**config.mk**
```make
export PLATFORM = sky130hd
export DESIGN_NAME = fm_tx_ctrl
export DESIGN_NICKNAME = d
export VERILOG_FILES = /design/src/rtl/fm_pkg.sv /design/src/rtl/fm_audio_pacer.sv /design/src/rtl/fm_tx_ctrl.sv
export SDC_FILE = /design/constraint.sdc
export NUM_CORES = 1
export LEC_CHECK = 0
export ABC_AREA = 1
export BUFFER_PORTS_ARGS = -buffer_cell sky130_fd_sc_hd__buf_2
export CORE_AREA = 8 8 107 109
export DETAILED_ROUTE_END_ITERATION = 8
export DIE_AREA = 0 0 115 117
export PLACE_DENSITY = 0.68
export SKIP_LAST_GASP = 1
export SLEW_MARGIN = 0
export SYNTH_ARGS = -nofsm -noshare
export SYNTH_HDL_FRONTEND = slang
export SYNTH_HIERARCHICAL = 1
export SYNTH_SLANG_ARGS = --single-unit
```
**constraint.sdc**
```tcl
create_clock -name clk -period 1.4 [get_ports clk]
set_clock_uncertainty 0.05 [all_clocks]
set_input_delay 0.28 -clock clk [delete_from_list [all_inputs] [get_ports clk]]
set_output_delay 0.28 -clock clk [all_outputs]
set_load 0.02 [all_outputs]
```
**src/rtl/fm_pkg.sv**
```systemverilog
// Shared constants for the FM transmitter: opcodes, controller state encoding
// and the reset increment words derived from the 50 MHz sample clock.
package fm_pkg;

  localparam longint unsigned F_S = 64'd50_000_000;  // modulator clock, Hz
  localparam longint unsigned F_C = 64'd10_000_000;  // default carrier, Hz
  localparam longint unsigned DF  = 64'd75_000;      // default peak deviation, Hz

  localparam int unsigned N_DEF = 18;

  // Rounded phase increment for a frequency on a 2^bits accumulator clocked at F_S.
  function automatic longint unsigned freq_to_inc(input longint unsigned freq,
                                                  input int unsigned bits);
    return ((freq << bits) + F_S / 2) / F_S;
  endfunction

  localparam longint unsigned ACC_INC_DEF = freq_to_inc(F_C, N_DEF);  // 52429
  localparam longint unsigned DF_INC_DEF  = freq_to_inc(DF, N_DEF);   // 393

  localparam logic [7:0] OP_SET_CARRIER = 8'h01;
  localparam logic [7:0] OP_SET_DEV     = 8'h02;
  localparam logic [7:0] OP_ENABLE      = 8'h03;
  localparam logic [7:0] OP_DISABLE     = 8'h04;

  localparam int unsigned CNT_CARRIER = 3;
  localparam int unsigned CNT_DEV     = 2;

  typedef enum logic [1:0] {
    ST_CMD     = 2'd0,
    ST_PAYLOAD = 2'd1,
    ST_COMMIT  = 2'd2
  } state_t;

endpackage

```
**src/rtl/fm_audio_pacer.sv**
```systemverilog
// Paces audio samples into the modulator: a free-running divider strobes
// audio_req once per AUD_DIV clocks and latches audio_in, or silence when muted.
module fm_audio_pacer #(
  parameter int A       = 8,
  parameter int AUD_DIV = 1134
) (
  input  logic                clk,
  input  logic                rst_n,
  input  logic                tx_en,
  input  logic [A-1:0]        audio_in,
  output logic                audio_req,
  output logic signed [A-1:0] audio
);

  localparam int DIV_W = (AUD_DIV > 2) ? $clog2(AUD_DIV) : 1;

  logic [DIV_W-1:0] div_reg, div_next;
  logic [A-1:0]     audio_reg, audio_next;

  assign audio_req = (div_reg == DIV_W'(AUD_DIV - 1));
  assign audio     = audio_reg;

  always_comb begin
    div_next   = div_reg + DIV_W'(1);
    audio_next = audio_reg;
    if (audio_req) begin
      div_next   = '0;
      audio_next = tx_en ? audio_in : '0;
    end
  end

  always_ff @(posedge clk or negedge rst_n) begin
    if (!rst_n) begin
      div_reg   <= '0;
      audio_reg <= '0;
    end else begin
      div_reg   <= div_next;
      audio_reg <= audio_next;
    end
  end

endmodule

```
**src/rtl/fm_tx_ctrl.sv**
```systemverilog
// Byte-serial configuration front end for fm_modulator: decodes opcodes,
// gathers payloads into a shadow word and commits acc_inc/df_inc atomically.
module fm_tx_ctrl
  import fm_pkg::*;
#(
  parameter int          N           = 18,
  parameter int          L           = 12,
  parameter int          A           = 8,
  parameter int unsigned ACC_INC_RST = 32'(ACC_INC_DEF),
  parameter int unsigned DF_INC_RST  = 32'(DF_INC_DEF),
  parameter int          AUD_DIV     = 1134,
  parameter int          TIMEOUT     = 65535
) (
  input  logic                clk,
  input  logic                rst_n,
  input  logic                cfg_valid,
  input  logic [7:0]          cfg_data,
  output logic                cfg_ready,
  input  logic [A-1:0]        audio_in,
  output logic                audio_req,
  output logic signed [A-1:0] audio,
  output logic [N-1:0]        acc_inc,
  output logic [L-1:0]        df_inc,
  output logic                tx_en,
  output logic                err
);

  localparam int IDLE_W = $clog2(TIMEOUT + 1);

  state_t            state_reg, state_next;
  logic [1:0]        cnt_reg, cnt_next;
  logic [23:0]       shadow_reg, shadow_next;
  logic              carrier_reg, carrier_next;
  logic [IDLE_W-1:0] idle_reg, idle_next;
  logic [N-1:0]      acc_inc_reg, acc_inc_next;
  logic [L-1:0]      df_inc_reg, df_inc_next;
  logic              tx_en_reg, tx_en_next;
  logic              err_reg, err_next;
  logic              xfer;

  assign cfg_ready = (state_reg != ST_COMMIT);
  assign xfer      = cfg_valid & cfg_ready;

  assign acc_inc = acc_inc_reg;
  assign df_inc  = df_inc_reg;
  assign tx_en   = tx_en_reg;
  assign err     = err_reg;

  always_comb begin
    state_next   = state_reg;
    cnt_next     = cnt_reg;
    shadow_next  = shadow_reg;
    carrier_next = carrier_reg;
    idle_next    = idle_reg;
    acc_inc_next = acc_inc_reg;
    df_inc_next  = df_inc_reg;
    tx_en_next   = tx_en_reg;
    err_next     = 1'b0;

    case (state_reg)
      ST_CMD: begin
        if (xfer) begin
          idle_next   = '0;
          shadow_next = '0;
          case (cfg_data)
            OP_SET_CARRIER: begin
              cnt_next     = 2'(CNT_CARRIER);
              carrier_next = 1'b1;
              state_next   = ST_PAYLOAD;
            end
            OP_SET_DEV: begin
              cnt_next     = 2'(CNT_DEV);
              carrier_next = 1'b0;
              state_next   = ST_PAYLOAD;
            end
            OP_ENABLE:  tx_en_next = 1'b1;
            OP_DISABLE: tx_en_next = 1'b0;
            default:    err_next   = 1'b1;
          endcase
        end
      end

      ST_PAYLOAD: begin
        if (xfer) begin
          shadow_next = {shadow_reg[15:0], cfg_data};
          cnt_next    = cnt_reg - 2'd1;
          idle_next   = '0;
          if (cnt_reg == 2'd1) state_next = ST_COMMIT;
        end else if (idle_reg == IDLE_W'(TIMEOUT - 1)) begin
          // Stalled sender: drop the partial word, live registers stay intact.
          err_next    = 1'b1;
          shadow_next = '0;
          idle_next   = '0;
          state_next  = ST_CMD;
        end else begin
          idle_next = idle_reg + IDLE_W'(1);
        end
      end

      ST_COMMIT: begin
        if (carrier_reg) acc_inc_next = shadow_reg[N-1:0];
        else             df_inc_next  = shadow_reg[L-1:0];
        state_next = ST_CMD;
      end

      default: state_next = ST_CMD;
    endcase
  end

  always_ff @(posedge clk or negedge rst_n) begin
    if (!rst_n) begin
      state_reg   <= ST_CMD;
      cnt_reg     <= '0;
      shadow_reg  <= '0;
      carrier_reg <= 1'b0;
      idle_reg    <= '0;
      acc_inc_reg <= N'(ACC_INC_RST);
      df_inc_reg  <= L'(DF_INC_RST);
      tx_en_reg   <= 1'b0;
      err_reg     <= 1'b0;
    end else begin
      state_reg   <= state_next;
      cnt_reg     <= cnt_next;
      shadow_reg  <= shadow_next;
      carrier_reg <= carrier_next;
      idle_reg    <= idle_next;
      acc_inc_reg <= acc_inc_next;
      df_inc_reg  <= df_inc_next;
      tx_en_reg   <= tx_en_next;
      err_reg     <= err_next;
    end
  end

  fm_audio_pacer #(
    .A       (A),
    .AUD_DIV (AUD_DIV)
  ) u_pacer (
    .clk       (clk),
    .rst_n     (rst_n),
    .tx_en     (tx_en_reg),
    .audio_in  (audio_in),
    .audio_req (audio_req),
    .audio     (audio)
  );

endmodule
```
* After elaboration in Yosys (flattened, before gate mapping)
Cells that the tools add are included.
W data, S select, Z words.
** Operators by class
- Bitwise logic cells :: 2
- Reduce and logical (&&, ||, !) cells :: 14
- Eq/ne operators :: 16
- Multiplexer cells :: 27
- Add/sub/neg operators :: 3
** Operators with widths (count)
- $mux W18 :: 3
- $mux W16 :: 3
- $pmux W18 S2 :: 1
- $pmux W16 S2 :: 1
- $add A16 B1 Y16 const B :: 1
- $eq A16 B16 Y1 const B :: 1
- $eq A8 B2 Y1 const B :: 2
- $mux W2 :: 7
- $pmux W2 S2 :: 3
- $add A11 B1 Y11 const B :: 1
- $eq A11 B11 Y1 const B :: 1
- $mux W11 :: 1
- $reduce_and A3 Y1 :: 3
- $eq A8 B1 Y1 const B :: 1
- $eq A8 B3 Y1 const B :: 1
- $mux W8 :: 1
- $ne A2 B2 Y1 const B :: 4
- $reduce_and A4 Y1 :: 2
- $ne A3 B3 Y1 const B :: 2
- $pmux W1 S2 :: 3
- $reduce_and A2 Y1 :: 3
- $reduce_bool A2 Y1 :: 3
- $eq A2 B1 Y1 const B :: 2
- $mux W1 :: 4
- other kinds (8) :: 8
** Storage, ports and cells
- Register bits :: 90
- Output and inout port bits :: 42
- Input port bits :: 19
- Logic and storage cells :: 73

* Depth between registers and ports, before layout
Gate-level depths: netlist of run 1.
- Depth after elaboration :: 5
- Gate-level depth with buffers :: 10
- Mapped depth without buffers :: 9

* By module
The synthesis of run 1 kept the hierarchy.
** By module, submodules not included
- fm_tx_ctrl :: instances 1, seq. area each 1793.0 sq um, cells an instance 383, area an instance 3229.3 sq um
- fm_audio_pacer :: instances 1, seq. area each 475.5 sq um, cells an instance 130, area an instance 1017.2 sq um

* Worst setup path before layout of run 1
OpenSTA, ideal clock, no wires.
- Path kind :: flip-flop to flip-flop
- From :: register idle_reg[0]
- To :: register shadow_reg[0]
- Data required time :: 1220 ps
- Arrival time :: 1343 ps
- Buffers on the path :: 1
- Cell stages (with the launch flop) :: 11
- Clock period less this slack :: 1523 ps
- Path slack :: -123 ps
- Library setup time :: 130 ps
- Cells stage by stage :: dfrtp_1 > inv_1 > ha_1 > nand2_1 > nor2_1 > nand2_1 > o21ai_4 > nand2_4 > buf_6 > nand2_1 > o21ai_1
** On the way
- Longest elaborated chain between the ends :: 3
** Ends and longest elaborated chain
- start: declaration :: line fm_tx_ctrl.sv:34 : logic [IDLE_W-1:0] idle_reg, idle_next;
- start signal: assignment :: line fm_tx_ctrl.sv:126 : idle_reg <= idle_next;
- $eq A16 B16 Y1 :: line fm_tx_ctrl.sv:89 : end else if (idle_reg == IDLE_W'(TIMEOUT - 1)) begin
- $ne A3 B3 Y1 (no source line)
- $reduce_and A3 Y1 (no source line)
- end signal: assignment :: line fm_tx_ctrl.sv:124 : shadow_reg <= shadow_next;
- end: declaration :: line fm_tx_ctrl.sv:32 : logic [23:0] shadow_reg, shadow_next;
Every way passes these cells.
A chain may end at the register's enable or synchronous reset.

* Final worst setup path of run 1
- From :: register u_pacer.div_reg[1]
- To :: output audio_req
** On the way
- Longest elaborated chain between the ends :: 1
** Ends and longest elaborated chain
- start: declaration :: line fm_audio_pacer.sv:17 : logic [DIV_W-1:0] div_reg, div_next;
- start signal: assignment :: line fm_audio_pacer.sv:37 : div_reg <= div_next;
- $eq A11 B11 Y1 :: line fm_audio_pacer.sv:20 : assign audio_req = (div_reg == DIV_W'(AUD_DIV - 1));
- end: declaration :: line fm_tx_ctrl.sv:20 : output logic audio_req,
Every way passes these cells.

==> run_results.csv, run 1 <==
group,metric,value,unit
outcome,status,"finished with violations",
outcome,violations,"negative setup slack",
worst_setup_path,endpoint_of_the_most_critical_setup_path,"audio_req",
clock_network,clock-root-buffer,"sky130_fd_sc_hd__clkbuf_8",
synth,post_synth_num_cell_types,31,
global_routing,grt_pass1_wl,17970,um
global_routing,number_of_antenna_violations_at_the_first_check_in_global_routing,0,
layout,num-nets-final,679,
detailed_routing,drt_wl_total,11280,um
worst_setup_path,critPathBufInv,3,
min_path,holdCritPathClass,"primary input to flop",
placed_design,io_buffers,60,
global_routing,grt_start_max_net_pins,43,
detailed_routing,vias,3864,
synth,syn-mean-instance-area,8.278,um^2
synth,syn_nets,537,
layout,layout-drive-gt1-share,0.4197,
clock_network,cts.sinks,90,
timing,postLayoutSetupSlackWorst,-0.3013,ns
timing,clock.fmax,587.8,MHz
worst_setup_path,cpLargestDelayFamily,"flip-flops",
worst_setup_path,cp_max_fo,2,
worst_setup_path,cp_cell_sequence,"inv_2, ha_4, nand2_4, nor2_8, nand3_4, clkinvlp_4, buf_6",
die,floorplan.rows,37,
worst_setup_path,worst_setup_path_startpoint,"u_pacer/div_reg[1]$_DFF_PN0_",
clock_network,cts.reportedPaths.clkPinSlew,0.09,ns
worst_setup_path,r2r.worst_path.cells,10,
synth,sequential_share_of_the_synthesized_area,0.5342,
pwr,power_switching_share,0.3623,
run,cap_violations,0,
worst_setup_path,cp_data_arrival_time,1.37,ns
layout,finish.instance_area,6022,um^2
clock_network,cts-buffers-inserted,9,
timing,setup_tns,-7.574,ns
global_routing,grt_pass1_vias,3912,
layout,area_growth_syn_to_layout,41.81,%
timing,finalHoldViolCount,0,
die,floorplan.die.width,115,um
worst_setup_path,critPathRequiredTime,1.07,ns
timing,tightest_slew,0.5191,ns
worst_setup_path,crit-reg2reg-capture,"shadow_reg[14]$_DFFE_PN0P_",
clock_network,cts-htree-levels,3,
die,pin_count,61,
synth,synth_area_leader_cell,"sky130_fd_sc_hd__dfrtp_1",
die,die_height,117,um
worst_setup_path,stage_delay_of_the_slowest_cell_on_the_critical_path,0.40,ns
global_routing,grt_use_total,0.1677,
layout,layout.core_utilization,0.6079,
synth,synth-seq-cells,90,
pwr,pwr-share-seq,0.423,
die,start_util,0.4286,
timing,setup_viol,46,
timing,rsz_0062_raised_after_global_routing,"true",
pwr,clock_power_share,0.225,
pwr,internal-power,4989,uW
worst_setup_path,setup.worst_path.class,"flop to primary output",
worst_setup_path,r2r_setup_slack,-0.27,ns
die,die_area,13460,um^2
pwr,comb_power_share,0.352,
layout,n_antenna_cell,0,
worst_setup_path,cpMaxStageDelayCell,"sky130_fd_sc_hd__dfrtp_1",
detailed_routing,detail-route-antenna-nets,0,
pwr,net-switching-power,2834,uW
synth,post_synthesis_cell_area,4247,um^2
worst_setup_path,total_stage_count_of_the_critical_path,7,
synth,netlist.area_leader.share,0.4537,
synth,synthesis.instances,513,
placed_design,dpl.hpwl,7276,um
detailed_routing,vias_per_cell,4.854,
placed_design,globalplace.congestion,0.8557,
timing,worst_slew_slack_as_a_fraction_of_its_limit,0.6535,
detailed_routing,drc_errors,0,
timing,timing.final.max_slew_violations,0,
synth,yosys-top-cells-area,"sky130_fd_sc_hd__dfrtp_1 45%, sky130_fd_sc_hd__nand2_1 14%, sky130_fd_sc_hd__dfstp_2 8.0%, sky130_fd_sc_hd__inv_1 5.5%, sky130_fd_sc_hd__nor2_1 5.3%",
detailed_routing,post_drt_wl_per_cell,14.17,um
clock_network,tritoncts,"built",
pwr,total_leakage_power,0.002999,uW
worst_setup_path,worstReg2RegStart,"idle_reg[0]$_DFFE_PN0P_",
global_routing,gr-total-overflow,0,
pwr,max-vdd-ir-drop,0.7231,mV
worst_setup_path,crit_path_start_kind,"flop",
synth,yosys_warning_total,6,
timing,final_period_minus_worst_setup_slack,1.701,ns
pwr,powerDensity,1299,nW/um^2
timing,hold-worst-slack,0.1205,ns
placed_design,placed_inst_area,5125,um^2
worst_setup_path,worstSetupEndpointType,"primary output",
detailed_routing,detailedRoute.firstIterationViolations,241,
clock_network,insertion_delay,0.36,ns
die,core_region_area,9907,um^2
clock_network,ctsLongestPathBuffers,2,
timing,final.period_utilization,1.215,
detailed_routing,drt_first_pass_iters,4,
[kinds of logic after synthesis]
kind of cell               Yosys count  synth area share
AOI/OAI and AO/OA                   59           0.07337
muxes                                6           0.01591
and+or+nand+nor                    271            0.2776
xor gates and xnor gates             5           0.01031
adders and majority gates            5           0.01473
DFF                                 90            0.5342
buffers and inverters               77           0.07395
[cell type report]
type	count	area (um^2)
Clock inverter	6	65.06
Timing Repair Buffer	139	1056
Inverter	66	259.0
Sequential cell	90	2271
Tap cell	136	170.2
Multi-Input combinational cell	349	2073
Fill cell	850	3885
Clock buffer	10	127.6
[routing by layer]
layer	vias to the layer above	global-route usage	wire, um
met1	1891	0.2083	4926
li1	1899	-	-
met2	59	0.2837	5815
met3	15	0.03848	416
met5	-	0	0
met4	0	0.05429	125
[through the flow]
stage	total power (uW)	cells	setup WS, ns
finish	7823	796	-0.3013
global placement	5157	755	-0.1459
CTS	7496	785	-0.3738
floorplan	4452	513	-0.09405
global route	8243	796	-0.3771
detailed placement	5225	755	-0.1816
[timing repair]
item                                    4_1_cts  5_1_grt
hold buffers                                  1        0
hold endpoints to repair                     77        0
resized for setup                            63       86
cloned                                        3        1
buffers inserted                             13       14
endpoints found under the setup margin       42       74
pin swaps                                    12       20
[how the worst min path moves through the flow]
| stage | startpoint | slack (ns) | to | cells past startpoint |
|---|---|---|---|---|
| 2_1_floorplan | rst_n | -0.07 | acc_inc[12]$_DFFE_PN0P_ | 0 |
| 3_3_place_gp | rst_n | 0.08 | u_pacer/div_reg[3]$_DFF_PN0_ | 1 |
| 3_5_place_dp | rst_n | 0.08 | u_pacer/div_reg[1]$_DFF_PN0_ | 1 |
| 4_1_cts | cfg_data[4] | 0.10 | shadow_reg[4]$_DFFE_PN0P_ | 3 |
| 5_1_grt | cfg_data[4] | 0.10 | shadow_reg[4]$_DFFE_PN0P_ | 3 |
| 6_report | cfg_data[4] | 0.12 | shadow_reg[4]$_DFFE_PN0P_ | 3 |
[tightest hold or removal path, delay by kind of cell]
kind / cells / cell delay, ns
and+or+nand+nor: 2 / 0.12
buffers and inverters: 1 / 0.10
[synthesized netlist by cell type, drive strengths merged]
library cell	n
xor2	4
o211ai	1
nor2	65
dfstp	13
o21bai	1
buf	5
o21ai	49
nand4	13
or2	1
clkbuf	6
nor3	2
ha	5
xnor2	1
nand3b	2
nand3	22
inv	66
nor3b	1
mux2	6
a21oi	8
nand2	165
dfrtp	77
[power by group through the flow]
stage          sequential, uW  clock, uW  combinational, uW
2_1_floorplan            3500          0                952
3_3_place_gp             3300          0               1860
3_5_place_dp             3320          0               1910
4_1_cts                  3280       1800               2420
5_1_grt                  3350       1900               2990
6_report                 3310       1760               2760
[placed cells by master, fill, tap and decap left out, drive strengths merged]
cell type,instances
clkinv,3
nand4,13
bufinv,1
xnor2,1
buf,137
o211ai,1
or2,1
inv,66
dfstp,13
o21ai,49
nand2,168
ha,5
mux2,6
nand3b,2
nor2,65
dfrtp,77
xor2,4
clkbuf,11
clkinvlp,2
o21bai,1
dlygate4sd3,1
a21oi,8
nor3,2
nor3b,1
nand3,22
(Power assumes the default switching activity.)
==> run 2, diff against run 1 <==
--- a/constraint.sdc
+++ b/constraint.sdc
@@ -3,3 +3,3 @@
 set_input_delay 0.28 -clock clk [delete_from_list [all_inputs] [get_ports clk]]
 set_output_delay 0.28 -clock clk [all_outputs]
-set_load 0.02 [all_outputs]
+set_load 0.005 [all_outputs]
==> run 2 against run 1 <==
  * Via count fell by 3.8%
  * Largest power group unchanged
  * Fmax fell by 0.18%
  * Combinational power decreased by 21%
  * Cell area is 5.5% lower
  * The run still ends with negative setup slack left
==> run_results.csv, run 2 (same netlist as run 1, synthesis figures left out) <==
group,metric,value,unit
timing,final.period_utilization,1.217,
detailed_routing,drt_wl_total,10640,um
timing,timing.final.max_slew_violations,0,
worst_setup_path,setup.worst_path.class,"flop to flop",
global_routing,grt_pass1_vias,3581,
global_routing,grt_pass1_wl,17020,um
timing,final_period_minus_worst_setup_slack,1.704,ns
worst_setup_path,cp_data_arrival_time,1.89,ns
clock_network,insertion_delay,0.36,ns
pwr,comb_power_share,0.304,
placed_design,globalplace.congestion,0.8585,
timing,postLayoutSetupSlackWorst,-0.3045,ns
clock_network,cts-buffers-inserted,9,
layout,area_growth_syn_to_layout,34.06,%
worst_setup_path,crit_path_start_kind,"flop",
placed_design,dp.cells,748,
placed_design,placed_inst_area,5079,um^2
timing,clock.fmax,586.7,MHz
pwr,post-layout-total-power,7144,uW
layout,num-nets-final,656,
pwr,powerDensity,1255,nW/um^2
die,die_height,117,um
global_routing,gr-total-overflow,0,
pwr,max-vdd-ir-drop,0.7304,mV
layout,layout.cells.non_filler,773,
layout,finish.instance_area,5693,um^2
clock_network,cts.reportedPaths.clkPinSlew,0.10,ns
run,cap_violations,0,
timing,tightest_slew,0.5822,ns
layout,final_cell_mix,"127 x sky130_fd_sc_hd__nand2_1, 76 x sky130_fd_sc_hd__dfrtp_1, 59 x sky130_fd_sc_hd__inv_1, 58 x sky130_fd_sc_hd__buf_2",
global_routing,grt_use_total,0.1601,
worst_setup_path,r2r_setup_slack,-0.30,ns
worst_setup_path,critPathRequiredTime,1.59,ns
worst_setup_path,worstSetupEndpointType,"flop",
outcome,status,"finished with violations",
die,core_region_area,9907,um^2
die,start_util,0.4286,
global_routing,grt_start_max_net_pins,33,
pwr,internal-power,4571,uW
placed_design,dpl.hpwl,7385,um
pwr,net-switching-power,2573,uW
detailed_routing,vias,3719,
layout,final_common_cell,"sky130_fd_sc_hd__nand2_1",
pwr,power_switching_share,0.3602,
global_routing,number_of_antenna_violations_at_the_first_check_in_global_routing,0,
detailed_routing,vias_per_cell,4.811,
timing,setup_viol,38,
timing,worst_slew_slack_as_a_fraction_of_its_limit,0.6114,
clock_network,clock-root-buffer,"sky130_fd_sc_hd__clkbuf_8",
pwr,total_leakage_power,0.002872,uW
layout,filler_cell_count,898,
worst_setup_path,cp_max_fo,6,
pwr,pwr-share-seq,0.461,
layout,n_antenna_cell,0,
outcome,violations,"negative setup slack",
clock_network,cts.sinks,90,
detailed_routing,detail-route-antenna-nets,0,
min_path,holdCritPathClass,"primary input to flop",
detailed_routing,post_drt_wl_per_cell,13.77,um
clock_network,tritoncts,"built",
pwr,clock_power_share,0.235,
die,pin_count,61,
detailed_routing,drt_first_pass_iters,4,
die,floorplan.die.width,115,um
timing,finalHoldViolCount,0,
detailed_routing,detailedRoute.firstIterationViolations,189,
clock_network,ctsLongestPathBuffers,2,
clock_network,cts-htree-levels,3,
placed_design,io_buffers,60,
die,floorplan.rows,37,
layout,layout-drive-gt1-share,0.3752,
detailed_routing,drc_errors,0,
timing,rsz_0062_raised_after_global_routing,"true",
die,die_area,13460,um^2
==> run 2: final timing paths <==
path                                         startpoint                            to  depth (start not counted)
setup reg to reg                idle_reg[0]$_DFFE_PN0P_    shadow_reg[14]$_DFFE_PN0P_                         10
min in group asynchronous                         rst_n  u_pacer/div_reg[6]$_DFF_PN0_                          2
setup / recovery                idle_reg[0]$_DFFE_PN0P_    shadow_reg[14]$_DFFE_PN0P_                         10
hold / removal                              cfg_data[6]     shadow_reg[6]$_DFFE_PN0P_                          3
hold reg to reg            u_pacer/audio[5]$_DFFE_PN0N_  u_pacer/audio[5]$_DFFE_PN0N_                          2
max in group asynchronous                         rst_n        acc_inc[6]$_DFFE_PN1P_                          3
==> run 2: power groups by stage <==
stage	clock, uW	combinational (uW)	sequential [uW]
final	1680	2170	3290
after global routing	1850	2400	3350
after CTS	1720	1990	3280
after detailed placement	0	1640	3310
after global placement	0	1600	3290
after floorplan	0	948	3300
==> run 2: critical path, stage by stage, from the launching register on <==
cell and delay, ns:
sky130_fd_sc_hd__dfrtp_1 0.39, sky130_fd_sc_hd__inv_1 0.06, sky130_fd_sc_hd__ha_2 0.17, sky130_fd_sc_hd__nand2_1 0.05
sky130_fd_sc_hd__nor2_1 0.11, sky130_fd_sc_hd__nand2_2 0.10, sky130_fd_sc_hd__o21ai_4 0.22, sky130_fd_sc_hd__buf_12 0.18
sky130_fd_sc_hd__nand2_8 0.11, sky130_fd_sc_hd__nand2_2 0.10, sky130_fd_sc_hd__o21ai_2 0.05
==> run 2: cell type report <==
type                    instances  area [um^2]  share of cell area
clock inverters                 7        57.56             0.01011
multi-input cells             349         1986              0.3488
flip-flops and latches         90         2270              0.3987
inverters                      66        255.2             0.04484
clock buffers                   9        123.9             0.02176
repair buffers                116        830.8              0.1459
well taps                     136        170.2             0.02989
==> run 2: what timing repair did <==
item                                   4_1_cts  5_1_grt
gates cloned                                 3        1
pin swaps                                    5       14
resized for setup                           46       54
buffers inserted                             3        3
setup endpoints to repair                   40       54
endpoints found under the hold margin       66        0
hold buffers                                 1        0
==> run 2: through the flow <==
stage	TNS (ns)	setup slack, ns	hold slack [ns]	utilization
after floorplan	-1.649	-0.09405	-0.06559	-
after global placement	-3.005	-0.1162	0.1015	0.5126
after detailed placement	-3.596	-0.1415	0.1050	0.5126
after CTS	-5.544	-0.3526	0.08407	0.5532
after global routing	-11.17	-0.3669	0.07541	0.5746
final	-8.369	-0.3045	0.1000	0.5746
==> run 2: per-layer routing <==
metal	GRT usage	routed length [um]
met1	0.1999	4750
met2	0.2728	5315
met3	0.03797	462
met4	0.04203	112
met5	0	0
==> run 3, diff against run 2 <==
- CORE_AREA: 8 8 107 109 -> 8 8 99 101
- CTS_BUF_LIST: unset -> sky130_fd_sc_hd__clkbuf_2 sky130_fd_sc_hd__clkbuf_4 sky130_fd_sc_hd__clkbuf_8
- DIE_AREA: 0 0 115 117 -> 0 0 107 109
- PLACE_DENSITY: 0.68 -> 0.78
- TNS_END_PERCENT: unset -> 5
==> run 3 against run 2 <==
  * The flow still finishes with violations (negative setup slack)
  * Critical path depth shrank 4
  * Sequential power is essentially flat
  * Combinational power shrank 23%
  * Register-to-register slack gained 0.04 ns
  * Sequential cell count is the same
  * Die area shrank 13%
  * Utilization grew 5.8 points
  * First-iteration DRC count grew 6.9%
  * Cell count shrank 4.4%
  * Largest power group unchanged
  * Highest routed layer unchanged
==> run_results.csv, run 3 (same netlist as run 1, synthesis figures left out) <==
group,metric,value,unit
pwr,powerDensity,1249,nW/um^2
worst_setup_path,cp_max_fo,3,
die,die_height,109,um
worst_setup_path,critPathRequiredTime,1.07,ns
global_routing,grt_start_max_net_pins,37,
global_routing,number_of_antenna_violations_at_the_first_check_in_global_routing,0,
die,floorplan.die.width,107,um
clock_network,ctsLongestPathBuffers,2,
placed_design,post-place-ws,-0.1752,ns
detailed_routing,drc_errors,0,
pwr,clock_power_share,0.252,
die,start_util,0.5067,
timing,clock.fmax,592.6,MHz
worst_setup_path,cp_data_arrival_time,1.36,ns
die,core_region_area,8381,um^2
pwr,max-vdd-ir-drop,0.7233,mV
clock_network,cts-buffers-inserted,9,
clock_network,tritoncts,"built",
pwr,internal-power,4381,uW
timing,finalHoldViolCount,0,
global_routing,grt_pass1_vias,3588,
global_routing,grt_use_total,0.1731,
worst_setup_path,cpLargestDelayFamily,"flip-flops",
die,die_area,11660,um^2
timing,tightest_slew,0.4313,ns
die,pin_count,61,
global_routing,grt_pass1_wl,16260,um
worst_setup_path,setup.worst_path.class,"flop to primary output",
timing,final_period_minus_worst_setup_slack,1.687,ns
layout,n_antenna_cell,0,
timing,timing.final.max_slew_violations,0,
pwr,pwr-share-seq,0.495,
timing,worst_slew_slack_as_a_fraction_of_its_limit,0.7122,
layout,area_growth_syn_to_layout,24.84,%
die,floorplan.rows,34,
layout,layout-drive-gt1-share,0.2805,
layout,multi_input_logic_area,1719,um^2
placed_design,globalplace.congestion,0.8984,
timing,final.period_utilization,1.205,
detailed_routing,vias_per_cell,4.962,
timing,setup_tns,-7.895,ns
clock_network,cts.sinks,90,
layout,finish.instance_area,5301,um^2
worst_setup_path,critPathBufInv,3,
clock_network,insertion_delay,0.35,ns
worst_setup_path,cp_cell_sequence,"inv_2, nand2_1, nor2_8, nand3_4, inv_2, buf_6",
run,cap_violations,0,
placed_design,placed_inst_area,5001,um^2
clock_network,cts.reportedPaths.clkPinSlew,0.10,ns
worst_setup_path,crit_path_start_kind,"flop",
pwr,comb_power_share,0.253,
global_routing,gr-total-overflow,0,
worst_setup_path,most_frequent_cell_on_critical_path,"sky130_fd_sc_hd__inv_2",
layout,filler_cell_count,691,
layout,layout.area.seq,2270,um^2
detailed_routing,drt_first_pass_iters,5,
min_path,holdCritPathClass,"primary input to flop",
placed_design,dpl.hpwl,7279,um
clock_network,clock-root-buffer,"sky130_fd_sc_hd__clkbuf_8",
placed_design,io_buffers,60,
timing,postLayoutSetupSlackWorst,-0.2874,ns
layout,final_common_cell,"sky130_fd_sc_hd__nand2_1",
outcome,status,"finished with violations",
timing,rsz_0062_raised_after_global_routing,"true",
detailed_routing,detail-route-antenna-nets,0,
pwr,post-layout-total-power,6620,uW
detailed_routing,post_drt_wl_per_cell,13.37,um
timing,setup_viol,51,
layout,final_cell_mix,"157 x sky130_fd_sc_hd__nand2_1, 76 x sky130_fd_sc_hd__dfrtp_1, 60 x sky130_fd_sc_hd__inv_1, 58 x sky130_fd_sc_hd__buf_2, 55 x sky130_fd_sc_hd__nor2_1",
outcome,violations,"negative setup slack",
detailed_routing,vias,3667,
worst_setup_path,cpMaxStageDelayCell,"sky130_fd_sc_hd__dfrtp_1",
detailed_routing,drt_wl_total,9877,um
worst_setup_path,worstSetupEndpointType,"primary output",
pwr,net-switching-power,2239,uW
worst_setup_path,stage_delay_of_the_slowest_cell_on_the_critical_path,0.41,ns
pwr,power_switching_share,0.3382,
pwr,total_leakage_power,0.002718,uW
detailed_routing,detailedRoute.firstIterationViolations,202,
layout,num-nets-final,650,
clock_network,cts-htree-levels,3,
## run 3: final cells by class
| class | count | area share |
|---|---|---|
| sequential | 90 | 0.4281 |
| multi-input combinational | 346 | 0.3243 |
| clock buffer | 9 | 0.02337 |
| tap | 108 | 0.02549 |
| inverter | 66 | 0.04673 |
| timing repair buffer | 113 | 0.1409 |
| clock inverter | 7 | 0.01109 |
## run 3: worst paths after layout
path | depth (start not counted) | slack [ns] | to | from
hold reg to reg | 2 | 0.43 | u_pacer/audio[2]$_DFFE_PN0N_ | u_pacer/audio[2]$_DFFE_PN0N_
setup reg to reg | 9 | -0.26 | shadow_reg[13]$_DFFE_PN0P_ | idle_reg[0]$_DFFE_PN0P_
max in group asynchronous | 3 | 0.42 | acc_inc[15]$_DFFE_PN1P_ | rst_n
hold / removal | 3 | 0.09 | shadow_reg[7]$_DFFE_PN0P_ | cfg_data[7]
min in group asynchronous | 2 | 0.30 | acc_inc[8]$_DFFE_PN0P_ | rst_n
setup / recovery | 6 | -0.29 | audio_req | u_pacer/div_reg[7]$_DFF_PN0_
## run 3: repair_timing
action / CTS / global route
cloned: 0 / 0
setup buffers: 5 / 1
endpoints found under the hold margin: 15 / 0
resized for setup: 5 / 13
endpoints found under the setup margin: 39 / 59
pin swaps: 3 / 6
hold buffers: 1 / 0
## run 3: power by group through the flow
stage / clock [uW] / combinational, uW / sequential [uW]
4_1_cts: 1710 / 1670 / 3270
6_report: 1670 / 1670 / 3280
3_3_place_gp: 0 / 1590 / 3290
2_1_floorplan: 0 / 948 / 3300
3_5_place_dp: 0 / 1650 / 3310
5_1_grt: 1810 / 1890 / 3330
## run 3: routing by layer
layer	GRT usage	vias to the layer above	part of all wire
met2	0.2966	81	0.50
met4	0.06131	0	0.012
li1	-	1834	-
met3	0.03664	13	0.049
met1	0.2120	1739	0.43
met5	0	-	0
## run 3: metrics by stage
| stage | utilization | cells | hold slack, ns |
|---|---|---|---|
| after CTS | 0.6262 | 738 | 0.07962 |
| after floorplan | - | 513 | -0.06559 |
| after detailed placement | 0.5967 | 716 | 0.1579 |
| final | 0.6326 | 739 | 0.09384 |
| after global placement | 0.5967 | 716 | 0.1534 |
| after global routing | 0.6326 | 739 | 0.1012 |
## run 3: worst reg2reg max path, delay by kind of cell, from the launching register on
| family | cells | cell delay (ns) |
|---|---|---|
| buffers and inverters | 1 | 0.06 |
| adders and majority gates | 1 | 0.17 |
| DFF | 1 | 0.38 |
| and+or+nand+nor | 5 | 0.61 |
| AOI/OAI and AO/OA | 2 | 0.27 |
